==> src/rtl/mux2_arbiter.sv <==
// Two-requester round-robin arbiter driving the select line of a 2:1 mux bank.
// Ownership lasts one packet (ended by last_x) or until the optional hold limit forces a hand-over.
module mux2_arbiter #(
  parameter int MAX_HOLD = 8,
  parameter int CNT_W    = 4
) (
  input  logic clk,
  input  logic rst,
  input  logic req_a,
  input  logic last_a,
  input  logic req_b,
  input  logic last_b,
  input  logic out_ready,
  output logic sel,
  output logic gnt_a,
  output logic gnt_b,
  output logic out_valid,
  output logic out_last,
  output logic busy
);

  localparam logic [1:0] IDLE  = 2'd0;
  localparam logic [1:0] OWN_A = 2'd1;
  localparam logic [1:0] OWN_B = 2'd2;

  localparam bit HOLD_EN = (MAX_HOLD != 0);
  // With no hold limit the counter simply saturates at all-ones and is never compared.
  localparam logic [CNT_W-1:0] HOLD_TOP = HOLD_EN ? CNT_W'(MAX_HOLD - 1) : '1;

  logic [1:0]       state_reg, state_next;
  logic             last_owner_reg, last_owner_next;   // 1 = B owned last
  logic [CNT_W-1:0] beat_cnt_reg, beat_cnt_next;
  logic             sel_reg, gnt_a_reg, gnt_b_reg;

  logic own_is_b, own_last, other_req, accept;

  function automatic logic [1:0] arb(input logic lo_b, input logic ra, input logic rb);
    logic [1:0] res;
    res = IDLE;
    if (ra && rb)
      res = lo_b ? OWN_A : OWN_B;
    else if (ra)
      res = OWN_A;
    else if (rb)
      res = OWN_B;
    return res;
  endfunction

  assign out_valid = (gnt_a_reg & req_a) | (gnt_b_reg & req_b);
  assign out_last  = out_valid & ((gnt_a_reg & last_a) | (gnt_b_reg & last_b));
  assign busy      = (state_reg != IDLE);
  assign sel       = sel_reg;
  assign gnt_a     = gnt_a_reg;
  assign gnt_b     = gnt_b_reg;

  assign own_is_b  = (state_reg == OWN_B);
  assign own_last  = own_is_b ? last_b : last_a;
  assign other_req = own_is_b ? req_a : req_b;
  assign accept    = out_valid & out_ready;

  always_comb begin
    state_next      = state_reg;
    last_owner_next = last_owner_reg;
    beat_cnt_next   = beat_cnt_reg;
    case (state_reg)
      IDLE: state_next = arb(last_owner_reg, req_a, req_b);
      OWN_A, OWN_B: begin
        if (accept) begin
          if (own_last) begin
            last_owner_next = own_is_b;
            beat_cnt_next   = '0;
            state_next      = arb(own_is_b, req_a, req_b);
          end else if (HOLD_EN && (beat_cnt_reg == HOLD_TOP) && other_req) begin
            // Hold limit reached while the other side waits: hand over mid-packet.
            last_owner_next = own_is_b;
            beat_cnt_next   = '0;
            state_next      = own_is_b ? OWN_A : OWN_B;
          end else if (beat_cnt_reg != HOLD_TOP) begin
            beat_cnt_next = beat_cnt_reg + CNT_W'(1);
          end
        end
      end
      default: state_next = IDLE;
    endcase
  end

  always_ff @(posedge clk) begin
    if (rst) begin
      state_reg      <= IDLE;
      last_owner_reg <= 1'b1;
      beat_cnt_reg   <= '0;
      sel_reg        <= 1'b0;
      gnt_a_reg      <= 1'b0;
      gnt_b_reg      <= 1'b0;
    end else begin
      state_reg      <= state_next;
      last_owner_reg <= last_owner_next;
      beat_cnt_reg   <= beat_cnt_next;
      sel_reg        <= (state_next == OWN_B);
      gnt_a_reg      <= (state_next == OWN_A);
      gnt_b_reg      <= (state_next == OWN_B);
    end
  end

endmodule
==> config.mk <==
export PLATFORM = sky130hd
export DESIGN_NAME = mux2_arbiter
export DESIGN_NICKNAME = d
export VERILOG_FILES = /design/src/rtl/mux2_arbiter.sv
export SDC_FILE = /design/constraint.sdc
export NUM_CORES = 1
export LEC_CHECK = 0
export CORE_MARGIN = 2
export CORE_UTILIZATION = 23
export CTS_BUF_LIST = sky130_fd_sc_hd__clkbuf_8 sky130_fd_sc_hd__clkbuf_16
export CTS_CLUSTER_DIAMETER = 150
export DETAILED_ROUTE_END_ITERATION = 8
export GPL_TIMING_DRIVEN = 0
export MAX_ROUTING_LAYER = met4
export SYNTH_ARGS = -nofsm -noshare
export SYNTH_HDL_FRONTEND = slang
export SYNTH_SLANG_ARGS = --single-unit
export TNS_END_PERCENT = 100
==> constraint.sdc <==
create_clock -name clk -period 2.3 [get_ports clk]
set_input_delay 0.575 -clock clk [delete_from_list [all_inputs] [get_ports clk]]
set_output_delay 0.575 -clock clk [all_outputs]
set_load 0.005 [all_outputs]
==> impl_metrics.yaml <==
status:
  status: "completed"
cells_and_area:
  area_growth_pct: 32.0
  drive_above_1_share_pct: 13.2
  n_antenna_cell: 0
  fin_nets: 103
  final_util_pct: 32.6
  largest_reg_flops: 4
worst_setup_path:
  crit_path_start: "req_a"
  ff2ff_path_depth: 7
  r2r_slack_ns: 0.31
  r2r_start: "state_reg[0]$_SDFF_PP0_"
  path_class: "input port to output pin"
  worstPathArrival_ns: 1.61
  start_kind: "input port"
  r2r-end: "gnt_a$_SDFF_PP0_"
  cp-end-kind: "output pin"
  cp.required_ns: 1.73
  crit_path_max_fanout: 6
clock_network:
  cts_tree: "built"
  clk_pin_slew_ns: 0.05
  numClockSinks: 9
  post_cts_buffers: 0
  hold_buffers: 0
  ctsHtreeMaxLevel: 1
  clk_path_buf_depth: 2
  cts-root-buf: "clkbuf_8"
  cts_made_buffers: 3
  ctsResizeCount: 4
  clk-insertion-delay-late_ns: 0.23
detailed_routing:
  dr.pass1.iters: 4
  wl_per_cell_um: 12.0
  drt_first_iter_violations: 11
  vias: 592
  route.detailed.drc: 0
  ant_nets: 0
  via_per_inst: 4.89
  routed_wl_um: 1450
sta:
  rsz0062_at_grt: "false"
  slew_violations: 0
  relSlewSlack_pct: 68.0
  worst_pin_slew_ns: 0.476
  max_freq_mhz: 458
  fin_skew_ns: 0.000226
  hold_viol_final: 0
  min_period_over_period_pct: 94.9
  setup_viol_count_final: 0
  finalSetupTns_ns: 0
  period_minus_slack_ns: 2.18
floorplanning:
  io_pins: 13
  num_rows: 18
  die_h_um: 55.8
  core_mm2: 0.00250
  dieArea_mm2: 0.00311
  die_w_um: 55.8
  initial_core_util_pct: 24.7
grt:
  grt_pass1_wl_um: 2560
  grt_pass1_vias: 578
  grt_util_all_layers_pct: 10.8
  gr-total-overflow: 0
  grt_max_degree: 8
  antenna_found_initial: 0
pwr:
  power_leakage_nw: 0.321
  p_per_area_mw_per_mm2: 541
  ir_drop_mv: 0.187
placed_design:
  gp_congestion: 0.770
  dp_hpwl_um: 1100
  io_buffers: 12
synth:
  avgSynthCellArea_um2: 8.22
  ys_ff_latch: 9
  syn_nets: 86
  netlist_area_um2: 617
  yosys_warnings: 0
  syn-instance-count: 75
  ys_types: 29
  yosysSeqAreaShare_pct: 29.2
worst_hold_path:
  whs_endpoint: "beat_cnt_reg[1]$_SDFFE_PP0P_"
  worstHoldPathType: "register to register"
  min-delay-start: "beat_cnt_reg[1]$_SDFFE_PP0P_"
  whs_path_depth: 2
flow_run:
  maxCapViolations: 0
## kinds of logic after synthesis
| logic type | share of synthesized area (%) |
|---|---|
| and+or+nand+nor | 25.4 |
| adders and majority gates | 8.11 |
| DFF | 29.2 |
| buffers and inverters | 5.48 |
| AOI/OAI and AO/OA | 27.0 |
| muxes | 4.87 |
## power breakdown
part | internal [mW] | total, mW | leakage (nW) | switching, mW
sequential | 0.162 | 0.169 | 0.0731 | 0.00632
combinational | 0.0457 | 0.0890 | 0.221 | 0.0433
clock | 0.117 | 0.183 | 0.0269 | 0.0662
total | 0.325 | 0.440 | 0.321 | 0.116
## critical path: stages
cell,delay (ns)
dlygate4sd2_1,0.30
a22o_2,0.22
clkdlybuf4s50_1,0.50
## worst max-delay path by stage
stage / to
after floorplan: gnt_a$_SDFF_PP0_
after global placement: out_last
after detailed placement: out_last
after CTS: out_valid
after global routing: out_valid
final: out_valid
## metal layers
metal / track usage [%] / vias to the layer above / share of wire, %
li1: - / 302 / -
met1: 12.7 / 272 / 49
met2: 16.7 / 15 / 43
met3: 3.49 / 3 / 5.1
met4: 5.23 / 0 / 2.0
met5: - / - / 0
## layout by cell type (no fill, tap or decap), drive strengths merged
cell type	count
a211oi	1
a21boi	2
a21oi	5
a22o	1
a2bb2oi	1
a311oi	1
and2b	1
and3	2
and3b	1
buf	1
clkbuf	3
clkdlybuf4s50	8
dfxtp	9
dlygate4sd2	4
ha	4
inv	8
mux2	2
nand2	8
nand3	3
nand3b	3
nor2	9
nor2b	1
nor3	1
nor4	1
o211ai	2
o21ai	4
o221ai	2
o31ai	1
o32ai	1
or3	1
## cell usage after synthesis
| master | count | area share (%) |
|---|---|---|
| inv_1 | 7 | 4.3 |
| a21oi_1 | 4 | 3.2 |
| nand3b_1 | 3 | 3.7 |
| and3_1 | 2 | 2.0 |
| o21ai_0 | 4 | 3.2 |
| and3b_1 | 1 | 1.4 |
| o211ai_1 | 1 | 1.2 |
| ha_1 | 4 | 8.1 |
| nor4_1 | 1 | 1.0 |
| nor3_1 | 1 | 0.81 |
| nand3_1 | 3 | 2.4 |
| o31ai_1 | 1 | 1.2 |
| nor2_1 | 9 | 5.5 |
| a21oi_4 | 1 | 2.6 |
| o221ai_1 | 2 | 2.8 |
| mux2_4 | 2 | 4.9 |
| a311oi_2 | 1 | 2.4 |
| o211ai_2 | 1 | 2.0 |
| o32ai_1 | 1 | 1.4 |
| a21boi_0 | 2 | 2.4 |
| nand2_1 | 8 | 4.9 |
| or3_2 | 1 | 1.2 |
| a211oi_1 | 1 | 1.2 |
| a22o_2 | 1 | 1.6 |
| dfxtp_1 | 9 | 29 |
| and2b_2 | 1 | 1.4 |
| nor2b_1 | 1 | 1.0 |
| a2bb2oi_1 | 1 | 1.4 |
| buf_4 | 1 | 1.2 |
## area by class of cell
class                   count  area (um^2)
plain buffers               1         7.51
clock buffers               3         41.3
clock inverters             1         3.75
fillers                   270         1690
inverters                   7         26.3
multi-input cells          58          403
flip-flops and latches      9          180
well taps                  30         37.5
repair buffers             12          115
## through the flow
stage,hold slack [ns],std cells,cell area [um^2],total power [mW],setup WS (ns)
after global placement,0.461,117,774,0.260,-0.349
final,0.474,121,815,0.440,0.118
after detailed placement,0.469,117,774,0.262,-0.341
after floorplan,0.443,75,617,0.222,0.534
after CTS,0.475,121,815,0.446,0.111
after global routing,0.491,121,815,0.469,0.0614
No activity file was read; power rests on OpenSTA's default activity.
